$ cat config.mk
export PLATFORM = sky130hd
export DESIGN_NAME = imm_gen_pipe_flat
export DESIGN_NICKNAME = d
export VERILOG_FILES = /design/src/rtl/imm_gen_pipe_if.sv /design/src/rtl/imm_gen_pipe.sv /design/src/flat_wrapper.sv
export SDC_FILE = /design/constraint.sdc
export NUM_CORES = 1
export LEC_CHECK = 0
export CAP_MARGIN = 0
export CORE_MARGIN = 5
export CORE_UTILIZATION = 57
export DETAILED_ROUTE_END_ITERATION = 8
export DONT_BUFFER_PORTS = 1
export GPL_TIMING_DRIVEN = 0
export PLACE_DENSITY = 0.75
export SLEW_MARGIN = 15
export SYNTH_ARGS = -nofsm -noshare
export SYNTH_HDL_FRONTEND = slang
export SYNTH_SLANG_ARGS = --single-unit
$ cat constraint.sdc
create_clock -name clk -period 1.8 [get_ports clk]
set_input_delay 0.36 -clock clk [delete_from_list [all_inputs] [get_ports clk]]
set_output_delay 0.36 -clock clk [all_outputs]
set_load 0.02 [all_outputs]
$ cat src/rtl/imm_gen_pipe_if.sv
// Decode-stage handshake bundle: instruction in, decoded immediate out.
interface imm_gen_pipe_if #(
  parameter int unsigned XLEN = 64
);
  logic            in_valid;
  logic            in_ready;
  logic [31:0]     in_instr;
  logic [XLEN-1:0] in_pc;
  logic            out_valid;
  logic            out_ready;
  logic [XLEN-1:0] out_imm;
  logic [2:0]      out_fmt;
  logic            out_illegal;
  logic [31:0]     out_instr;
  logic [XLEN-1:0] out_pc;

  // Upstream/downstream side: drives instructions, consumes results.
  modport master (
    output in_valid, in_instr, in_pc, out_ready,
    input  in_ready, out_valid, out_imm, out_fmt, out_illegal, out_instr, out_pc
  );

  // Immediate generator side.
  modport slave (
    input  in_valid, in_instr, in_pc, out_ready,
    output in_ready, out_valid, out_imm, out_fmt, out_illegal, out_instr, out_pc
  );
endinterface

$ cat src/rtl/imm_gen_pipe.sv
// Pipelined RV64/RV32 immediate generator: one registered stage plus a
// one-entry skid register so the input side never stalls a full-rate stream.
module imm_gen_pipe #(
  parameter int unsigned XLEN        = 64,
  parameter int unsigned BRANCH_HALF = 0,
  parameter int unsigned PC_EN       = 1
) (
  input  logic          clk,
  input  logic          rst_n,
  input  logic          flush,
  imm_gen_pipe_if.slave bus
);

  localparam logic [2:0] FMT_R   = 3'd0;
  localparam logic [2:0] FMT_I   = 3'd1;
  localparam logic [2:0] FMT_S   = 3'd2;
  localparam logic [2:0] FMT_B   = 3'd3;
  localparam logic [2:0] FMT_U   = 3'd4;
  localparam logic [2:0] FMT_J   = 3'd5;
  localparam logic [2:0] FMT_ILL = 3'd7;

  localparam logic [6:0] OP_LOAD     = 7'b0000011;
  localparam logic [6:0] OP_MISC_MEM = 7'b0001111;
  localparam logic [6:0] OP_IMM      = 7'b0010011;
  localparam logic [6:0] OP_IMM_32   = 7'b0011011;
  localparam logic [6:0] OP_JALR     = 7'b1100111;
  localparam logic [6:0] OP_SYSTEM   = 7'b1110011;
  localparam logic [6:0] OP_STORE    = 7'b0100011;
  localparam logic [6:0] OP_BRANCH   = 7'b1100011;
  localparam logic [6:0] OP_LUI      = 7'b0110111;
  localparam logic [6:0] OP_AUIPC    = 7'b0010111;
  localparam logic [6:0] OP_JAL      = 7'b1101111;
  localparam logic [6:0] OP_OP       = 7'b0110011;
  localparam logic [6:0] OP_OP_32    = 7'b0111011;

  typedef struct packed {
    logic [XLEN-1:0] imm;
    logic [2:0]      fmt;
    logic            illegal;
    logic [31:0]     instr;
    logic [XLEN-1:0] pc;
  } entry_t;

  entry_t            dec;
  logic signed [31:0] imm32;
  logic [31:0]       ins;

  entry_t m_q, m_d;
  entry_t k_q, k_d;
  logic   m_v_q, m_v_d;
  logic   k_v_q, k_v_d;
  logic   rdy_q;

  logic   accept;
  logic   drain;

  assign ins    = bus.in_instr;
  assign accept = bus.in_valid & rdy_q;
  assign drain  = m_v_q & bus.out_ready;

  // Opcode decode and immediate assembly, sign-extended from bit 31 to XLEN.
  always_comb begin
    dec         = '0;
    imm32       = '0;
    dec.fmt     = FMT_ILL;
    dec.illegal = 1'b1;
    case (ins[6:0])
      OP_LOAD, OP_MISC_MEM, OP_IMM, OP_IMM_32, OP_JALR, OP_SYSTEM: begin
        dec.fmt     = FMT_I;
        dec.illegal = 1'b0;
        imm32       = {{20{ins[31]}}, ins[31:20]};
      end
      OP_STORE: begin
        dec.fmt     = FMT_S;
        dec.illegal = 1'b0;
        imm32       = {{20{ins[31]}}, ins[31:25], ins[11:7]};
      end
      OP_BRANCH: begin
        dec.fmt     = FMT_B;
        dec.illegal = 1'b0;
        if (BRANCH_HALF != 0)
          imm32 = {{20{ins[31]}}, ins[31], ins[7], ins[30:25], ins[11:8]};
        else
          imm32 = {{19{ins[31]}}, ins[31], ins[7], ins[30:25], ins[11:8], 1'b0};
      end
      OP_LUI, OP_AUIPC: begin
        dec.fmt     = FMT_U;
        dec.illegal = 1'b0;
        imm32       = {ins[31:12], 12'b0};
      end
      OP_JAL: begin
        dec.fmt     = FMT_J;
        dec.illegal = 1'b0;
        if (BRANCH_HALF != 0)
          imm32 = {{12{ins[31]}}, ins[31], ins[19:12], ins[20], ins[30:21]};
        else
          imm32 = {{11{ins[31]}}, ins[31], ins[19:12], ins[20], ins[30:21], 1'b0};
      end
      OP_OP, OP_OP_32: begin
        dec.fmt     = FMT_R;
        dec.illegal = 1'b0;
      end
      default: begin
        dec.fmt     = FMT_ILL;
        dec.illegal = 1'b1;
      end
    endcase
    dec.imm   = XLEN'(imm32);
    dec.instr = ins;
    dec.pc    = (PC_EN != 0) ? bus.in_pc : '0;
  end

  // Main/skid next state; flush wins over every transfer.
  always_comb begin
    m_d   = m_q;
    k_d   = k_q;
    m_v_d = m_v_q;
    k_v_d = k_v_q;
    if (flush) begin
      m_v_d = 1'b0;
      k_v_d = 1'b0;
    end else if (drain && k_v_q) begin
      m_d   = k_q;
      m_v_d = 1'b1;
      k_v_d = accept;
      if (accept) k_d = dec;
    end else if (!m_v_q || drain) begin
      m_v_d = accept;
      if (accept) m_d = dec;
    end else if (accept) begin
      k_d   = dec;
      k_v_d = 1'b1;
    end
  end

  // State registers; ready is a flop tracking the next skid occupancy.
  always_ff @(posedge clk) begin
    if (!rst_n) begin
      m_q   <= '0;
      k_q   <= '0;
      m_v_q <= 1'b0;
      k_v_q <= 1'b0;
      rdy_q <= 1'b0;
    end else begin
      m_q   <= m_d;
      k_q   <= k_d;
      m_v_q <= m_v_d;
      k_v_q <= k_v_d;
      rdy_q <= ~k_v_d;
    end
  end

  assign bus.in_ready    = rdy_q;
  assign bus.out_valid   = m_v_q;
  assign bus.out_imm     = m_q.imm;
  assign bus.out_fmt     = m_q.fmt;
  assign bus.out_illegal = m_q.illegal;
  assign bus.out_instr   = m_q.instr;
  assign bus.out_pc      = m_q.pc;

endmodule
$ cat src/flat_wrapper.sv
// flat-port wrapper written by rule: the top's interface ports become plain ports
module imm_gen_pipe_flat 
#(
  parameter int unsigned XLEN        = 64,
  parameter int unsigned BRANCH_HALF = 0,
  parameter int unsigned PC_EN       = 1
)
  (clk, rst_n, flush, bus_in_valid, bus_in_instr, bus_in_pc, bus_out_ready, bus_in_ready, bus_out_valid, bus_out_imm, bus_out_fmt, bus_out_illegal, bus_out_instr, bus_out_pc);
  imm_gen_pipe_if #(.XLEN(XLEN)) bus_i ();
  input  logic clk;
  input  logic rst_n;
  input  logic flush;
  input wire logic [$bits(bus_i.in_valid)-1:0] bus_in_valid;
  input wire logic [$bits(bus_i.in_instr)-1:0] bus_in_instr;
  input wire logic [$bits(bus_i.in_pc)-1:0] bus_in_pc;
  input wire logic [$bits(bus_i.out_ready)-1:0] bus_out_ready;
  output wire logic [$bits(bus_i.in_ready)-1:0] bus_in_ready;
  output wire logic [$bits(bus_i.out_valid)-1:0] bus_out_valid;
  output wire logic [$bits(bus_i.out_imm)-1:0] bus_out_imm;
  output wire logic [$bits(bus_i.out_fmt)-1:0] bus_out_fmt;
  output wire logic [$bits(bus_i.out_illegal)-1:0] bus_out_illegal;
  output wire logic [$bits(bus_i.out_instr)-1:0] bus_out_instr;
  output wire logic [$bits(bus_i.out_pc)-1:0] bus_out_pc;
  assign bus_i.in_valid = bus_in_valid;
  assign bus_i.in_instr = bus_in_instr;
  assign bus_i.in_pc = bus_in_pc;
  assign bus_i.out_ready = bus_out_ready;
  assign bus_in_ready = bus_i.in_ready;
  assign bus_out_valid = bus_i.out_valid;
  assign bus_out_imm = bus_i.out_imm;
  assign bus_out_fmt = bus_i.out_fmt;
  assign bus_out_illegal = bus_i.out_illegal;
  assign bus_out_instr = bus_i.out_instr;
  assign bus_out_pc = bus_i.out_pc;
  imm_gen_pipe #(.XLEN(XLEN), .BRANCH_HALF(BRANCH_HALF), .PC_EN(PC_EN)) u_core (.clk(clk), .rst_n(rst_n), .flush(flush), .bus(bus_i));
endmodule
Yosys cells after proc, flatten, opt, wreduce, memory -nomap -nowiden

Cells that the tools add are included.

Register bits: 331
Output and inout bits: 166
Logic and storage cells: 57
Memories: 0
Bits in latches: 0
Input port bits: 101
Bits in read-only memories: 0
Memory bits (writable): 0

Multiplexer cells: 14
Order comparisons: 0
Multipliers: 0
Divide/modulo/power cells: 0
Equality and inequality tests: 14
Reductions and logical operators: 11
Shift-type cells: 0
Bitwise gates (word level): 5
Add/subtract/negate cells: 0

Operators by type and width:

| operator           | count |
|---|---|
| $mux 164           | 6 |
| $pmux 32 s5        | 1 |
| $eq 7x6->1 const B | 4 |
| $eq 7x7->1 const B | 4 |
| $pmux 4 s6         | 1 |
| $eq 7x5->1 const B | 3 |
| $eq 7x2->1 const B | 1 |
| $eq 7x4->1 const B | 1 |
| $mux 1             | 6 |
| $reduce_or 2->1    | 3 |
| $reduce_or 6->1    | 1 |
| $reduce_bool 2->1  | 2 |
| $not 1->1          | 3 |
| $reduce_and 3->1   | 1 |
| $and 1x1->1        | 2 |
| $ne 2x1->1 const B | 1 |
| $reduce_and 2->1   | 1 |
| $logic_and 1x1->1  | 1 |
| $logic_not 1->1    | 1 |
| $logic_or 1x1->1   | 1 |

Logic depth before layout (Yosys ltp)

Gate-level depths: netlist of the first run.

Depth in word-level cells: 6
Mapped depth: 8
Gate-level depth less buffers: 5

Worst setup path after synthesis of the first run

Ideal clock, no wire load.

Kind: register to register
From: register u_core.m_v_q (netlist: u_core.bus.out_valid)
To: register u_core.m_q, in the netlist u_core.bus.out_pc[44]
Stages on the path, launching flop included: 7
Path buffers: 3
Data required time: 1.653 ns
Path slack: 0.051 ns
Setup time: 0.147 ns
Arrival time: 1.603 ns
Clock period less this slack: 1.749 ns
Cells stage by stage: dfxtp_1 -> nand2_1 -> a221oi_2 -> buf_4 -> buf_4 -> buf_2 -> a311oi_2

Cells in the longest elaborated chain, start to end: 4
Elaborated cells between the ends (all ways): 8
Those cells by class: mux (1); bitwise (1); reduce/logical (6)

Ends and longest elaborated chain:

| element                                               | line                                     | RTL |
|---|---|---|
| start, declared                                       | imm_gen_pipe.sv:50                       | `logic m_v_q, m_v_d;` |
| start signal, assigned                                | imm_gen_pipe.sv:147                      | `m_v_q <= m_v_d;` |
| $and 1x1->1 or $logic_not 1->1 (tied branches)        | imm_gen_pipe.sv:59, imm_gen_pipe.sv:127  |  |
| $logic_and 1x1->1 or $logic_or 1x1->1 (tied branches) | imm_gen_pipe.sv:122, imm_gen_pipe.sv:127 |  |
| $reduce_bool 2->1 (no line)                           | --                                       |  |
| $reduce_and 3->1 (no line)                            | --                                       |  |
| end signal, assigned                                  | imm_gen_pipe.sv:145                      | `m_q <= m_d;` |
| end, declared                                         | imm_gen_pipe.sv:48                       | `entry_t m_q, m_d;` |

Parallel ways exist; a longest one is shown, timed or not.
A chain may end at the register's enable or synchronous reset.

Worst setup path after layout of the first run

From: register u_core.m_v_q (netlist: u_core.bus.out_valid)
To: register u_core.k_q[76] (netlist name)

Cells in the longest elaborated chain, start to end: 4
Elaborated cells between the ends (all ways): 7
Those cells by class: eq/ne (1); mux (1); bitwise (1); reduce/logical (4)

Ends and longest elaborated chain:

| element                                               | line                                     | RTL |
|---|---|---|
| $and 1x1->1 or $logic_not 1->1 (tied branches)        | imm_gen_pipe.sv:59, imm_gen_pipe.sv:127  |  |
| $logic_or 1x1->1 or $logic_and 1x1->1 (tied branches) | imm_gen_pipe.sv:127, imm_gen_pipe.sv:122 |  |
| $ne 2x1->1 (no line)                                  | --                                       |  |
| $reduce_and 2->1 (no line)                            | --                                       |  |
| end signal, assigned                                  | imm_gen_pipe.sv:146                      | `k_q <= k_d;` |
| end, declared                                         | imm_gen_pipe.sv:49                       | `entry_t k_q, k_d;` |

Parallel ways exist; a longest one is shown, timed or not.

==> out/qor.yml, run 1 <==
multiInputGateArea_um2: 5200
overflow: 0
cts.sinks: 267
synth.avg_cell_area_um2: 7.99
hold_class: "input port to register"
cts_tree: "yes"
via_per_inst: 5.97
power.leakage_nw: 5.00
required_ns: 2.20
postSynthCellCount: 1414
routed_wl_um: 36500
vias: 10900
end_kind: "register"
setup_viol: 1
clockBufferDepth: 3
postRouteAntennaNets: 0
slew_headroom_pct: 36.7
insertion_delay_ns: 0.54
crit_path_start_kind: "register"
synth_top_cell_area_share_pct: 47.3
dr.pass1.iters: 5
syn_area_um2: 11300
ioPinCount: 267
drive_above_1_share_pct: 14.2
timing.rr.start: "u_core.bus.out_valid"
grt_first_pass_wirelength_um: 55900
synth-seq-cells: 267
clk_pin_slew_ns: 0.06
synthTopCellsByArea: "dfxtp_1 47%, nand2_1 15%, a21oi_1 6.9%"
criticalPathCategory: "register to register"
fin_crit_sh_pct: 100
violations: "negative setup slack"
portBuffers: 0
fin_util_pct: 71.2
grt_max_degree: 35
fp.dieH_um: 151
grtUsageTotal_pct: 30.6
fin_nets: 1638
wl_per_cell_um: 20.0
fin_skew_ns: 0.0126
synth_cell_type_count: 54
grt_pass1_vias: 10300
design_area_um2: 13900
cp.arrival_ns: 2.20
worst_pin_slew_ns: 0.949
fin_crit_ns: 1.80
drtIter0Drc: 971
cts_buffers: 28
placementRows: 51
hold_violations: 0
drcViolationCount: 0
power_mw: 13.6
setup-tns-final_ns: -0.00279
yosysSeqAreaShare_pct: 47.3
peakVddDrop_v: 0.000792
syn_nets: 1515
worst-path-max-fanout: 10
rsz0062_at_grt: "true"
layout_commonest_cell: "nand2_1"
worst_slack_ns: -0.00279
layout_common_cells: "440 x nand2_1, 263 x dfxtp_1, 155 x a21oi_1"
place_ws_ns: -0.566
finalMaxSlewViolations: 0
cap_violations: 0
crit_start: "u_core.bus.out_valid"
antenna_found_initial: 0
area_growth_pct: 22.7
dp_hpwl_um: 24200
power_density_nw_per_um2: 984
final.fill_count: 1498
cts_htree_levels: 1
core_um2: 19500
status: "finished, violations left"
root_buffer: "clkbuf_16"
seqCellArea_um2: 5360
yosysTopAreaCell: "dfxtp_1"
ys_warn_count: 0
fp.dieW_um: 151
dieArea_um2: 22700
fmax_ghz: 0.555
initial_core_util_pct: 58.0
routabilityCongestion: 0.929
place_area_um2: 11600
hp-start: "bus_in_pc[24]"
## power breakdown
part	switching (mW)	internal, mW	leakage, nW
sequential	0.329	6.07	2.17
clock	2.38	3.77	0.489
combinational	0.626	0.460	2.34
total	3.34	10.3	5.00
## worst max-delay path, cell delays in order, from the launching register on
cell     delay, ns
dfxtp_4       0.45
o21ai_2       0.12
or3_1         0.34
buf_6         0.18
buf_6         0.17
buf_4         0.19
nand2_1       0.10
a21oi_1       0.08
## sequential cells by signal (all words and copies together) (netlist names)
register                cells
u_core.bus.in_ready         1
u_core.bus.out_imm         32
u_core.bus.out_instr       32
u_core.bus.out_pc          64
u_core.bus.out_illegal      1
u_core.bus.out_valid        1
u_core.k_v_q                1
u_core.k_q                132
u_core.bus.out_fmt          3
## through the flow
step,cells,hold WS (ns)
floorplan,1414,0.432
global placement,1679,0.438
detailed placement,1679,0.447
CTS,1827,0.000688
global route,1824,0.0104
finish,1827,0.0129
## synthesized netlist by cell type (all sizes together)
cell and n:
a311o 1, nor4bb 1, a22oi 6, clkbuf 70, and3 2, or3 3
or2 1, and2 2, a31oi 5, a21boi 4, a221oi 20, and4b 1
o22ai 4, nand2 443, nor2b 1, o311ai 2, nor3 8, nor4 1
o31ai 1, o221ai 1, o211ai 2, a22o 1, dfxtp 267, or2b 2
inv 4, o21ai 60, nand4 15, a211oi 3, and3b 2, a21oi 155
buf 87, nor2 115, or4b 1, a311oi 96, nand3 13, a21o 3
and2b 3, or3b 2, o21bai 2, a211o 1, a221o 1, nand2b 2
## final timing paths
path | end | slack, ns | depth (start not counted)
max reg2reg | u_core.k_q[76] | -0.003 | 7
max | u_core.k_q[76] | -0.003 | 7
min reg2reg | u_core.k_q[54] | 0.45 | 2
min | u_core.bus.out_pc[24] | 0.01 | 2
## cells by family after synthesis
group           count (synthesis)  synth area share, %
simple gates                  618                 22.1
compound gates                368                 23.0
flops                         267                 47.3
buf+inv                       161                 7.54
## cell type report
| class | instances | share of cell area [%] |
|---|---|---|
| buffer | 154 | 7.25 |
| multi-input combinational | 986 | 37.5 |
| timing repair buffer | 96 | 6.86 |
| tap | 265 | 2.39 |
| inverter | 4 | 0.108 |
| clock inverter | 10 | 1.11 |
| sequential | 267 | 38.7 |
| clock buffer | 42 | 6.02 |
| antenna | 3 | 0.0542 |
## timing repair
action / 4_1_cts / 5_1_grt
cloned: 1 / 0
hold buffers: 92 / 0
resized for setup: 75 / 54
endpoints found under the hold margin: 198 / 0
buffers inserted: 3 / 1
setup endpoints to repair: 296 / 251
pin swaps: 1 / 27
## routing by layer
metal	GRT usage [%]	part of all wire, %
met3	9.19	12
met1	39.2	39
met2	49.1	46
met5	0	0
met4	10.7	3.2
No activity file was read; power rests on OpenSTA's default activity.
==> run 2: changes to the inputs <==
- CORE_MARGIN: 5 -> 2
==> run 2 against run 1 <==
Clock power shrank 9.8%. Hold slack got worse by 0.0054 ns. Largest power group unchanged. Critical path depth shrank 2. Die area shrank 7.8%. Critical endpoint is now u_core.bus.out_imm[17]. The flow now finishes without violations.
==> out/qor.yml, run 2 (synthesis gave the netlist of run 1 again) <==
fin_crit_ns: 1.78
setup-tns-final_ns: 0
placementRows: 51
clockBufferDepth: 3
hold_class: "input port to register"
dieArea_um2: 21000
area_growth_pct: 21.9
hold_slack_ns: 0.00743
grt_max_degree: 35
required_ns: 2.24
overflow: 0
cts_buffers: 28
cts_tree: "yes"
switching_share_pct: 25.3
crit_path_start_kind: "register"
largest_reg_flops: 132
cp.arrival_ns: 2.21
drtIter0Drc: 805
rr_worst_depth: 5
stdcell_count: 1828
seqCellArea_um2: 5360
power_density_nw_per_um2: 947
routabilityCongestion: 0.929
grt_first_pass_wirelength_um: 54100
antenna_found_initial: 2
peakVddDrop_v: 0.000687
dp_cells: 1679
status: "completed"
dp_hpwl_um: 23100
wl_per_cell_um: 19.6
fp.dieW_um: 145
worst-path-max-fanout: 10
cap_violations: 0
power_frac_clock_pct: 42.6
drive_above_1_share_pct: 13.8
fin_skew_ns: 0.00782
clk_pin_slew_ns: 0.06
p_seq_share_pct: 49.0
rsz0062_at_grt: "true"
grt_pass1_vias: 10100
p_comb_share_pct: 8.4
drcViolationCount: 0
core_um2: 19500
postRouteAntennaNets: 0
grtUsageTotal_pct: 32.5
multiInputGateArea_um2: 5170
vias: 10900
fp.dieH_um: 145
largest-register: "u_core.k_q"
final.fill_count: 1510
end_kind: "register"
layout_common_cells: "440 x nand2_1, 263 x dfxtp_1, 155 x a21oi_1"
hold-path-cell-count: 2
dr.pass1.iters: 5
setup_viol: 0
ioPinCount: 267
fmax_ghz: 0.563
insertion_delay_ns: 0.54
layout_commonest_cell: "nand2_1"
hold_violations: 0
p_sw_mw: 3.30
cts_htree_levels: 1
slew_headroom_pct: 38.2
initial_core_util_pct: 58.0
p_int_mw: 9.74
power_mw: 13.0
routed_wl_um: 35800
worst_pin_slew_ns: 0.926
finalMaxSlewViolations: 0
criticalPathCategory: "register to register"
power.leakage_nw: 4.96
cts.sinks: 267
fin_nets: 1643
root_buffer: "clkbuf_16"
fin_crit_sh_pct: 98.7
via_per_inst: 5.97
portBuffers: 0
==> run 2: changes by cell type in the layout (fill, tap and decap cells not counted), moves of 6 or more <==
cell,change
o21ai_1,-6
buf_8,+6
o21ai_0,+6
buf_2,+6
==> run 2: cell type report <==
cell class / instances / share of cell area, %
diodes: 3 / 0.0545
plain buffers: 157 / 7.45
clock buffers: 43 / 5.87
clock inverters: 5 / 0.364
inverters: 4 / 0.109
multi-input cells: 986 / 37.6
flip-flops and latches: 267 / 38.9
well taps: 265 / 2.41
repair buffers: 98 / 7.26
==> run 2: critical path, cell delays in order, from the launching register on <==
cell and delay (ns):
dfxtp_4 0.41, nand3_1 0.19, clkbuf_4 0.33, clkbuf_2 0.28, o21ai_0 0.15, a221oi_1 0.31
==> run 2: through the flow <==
stage / setup slack, ns / util [%] / instance area, um^2
floorplan: 0.0507 / - / 11300
global placement: -0.530 / 59.7 / 11600
detailed placement: -0.585 / 59.7 / 11600
CTS: 0.000985 / 70.2 / 13700
global route: -0.0596 / 70.7 / 13800
finish: 0.0236 / 70.7 / 13800
==> run 2: final timing paths <==
kind,from,end,slack [ns]
setup / recovery,u_core.bus.out_valid,u_core.bus.out_imm[17],0.02
hold / removal,bus_in_pc[41],u_core.bus.out_pc[41],0.007
setup reg to reg,u_core.bus.out_valid,u_core.bus.out_imm[17],0.02
hold reg to reg,u_core.k_q[37],u_core.k_q[37],0.45
==> run 2: what timing repair did <==
| action | in CTS | in global routing |
|---|---|---|
| pin swaps | 5 | 26 |
| endpoints found under the setup margin | 296 | 275 |
| resized for setup | 71 | 59 |
| gates cloned | 2 | 0 |
| buffers inserted | 5 | 0 |
| hold buffers | 92 | 0 |
| hold endpoints to repair | 211 | 0 |
==> run 2: metal layers <==
layer  vias to the layer above  part of all wire (%)  global-route usage [%]
met4                         0                   3.6                    12.3
met3                        87                    10                    8.39
met5                         -                     0                       0
met1                      5188                    41                    42.5
li1                       5121                     -                       -
met2                       525                    46                    51.8
==> run 2: power by group through the flow <==
stage / combinational (mW) / clock, mW / sequential [mW]
final: 1.10 / 5.55 / 6.39
after global routing: 1.18 / 5.80 / 6.41
after CTS: 1.06 / 5.57 / 6.39
after detailed placement: 0.812 / 0 / 6.52
after global placement: 0.801 / 0 / 6.52
after floorplan: 0.649 / 0 / 6.47
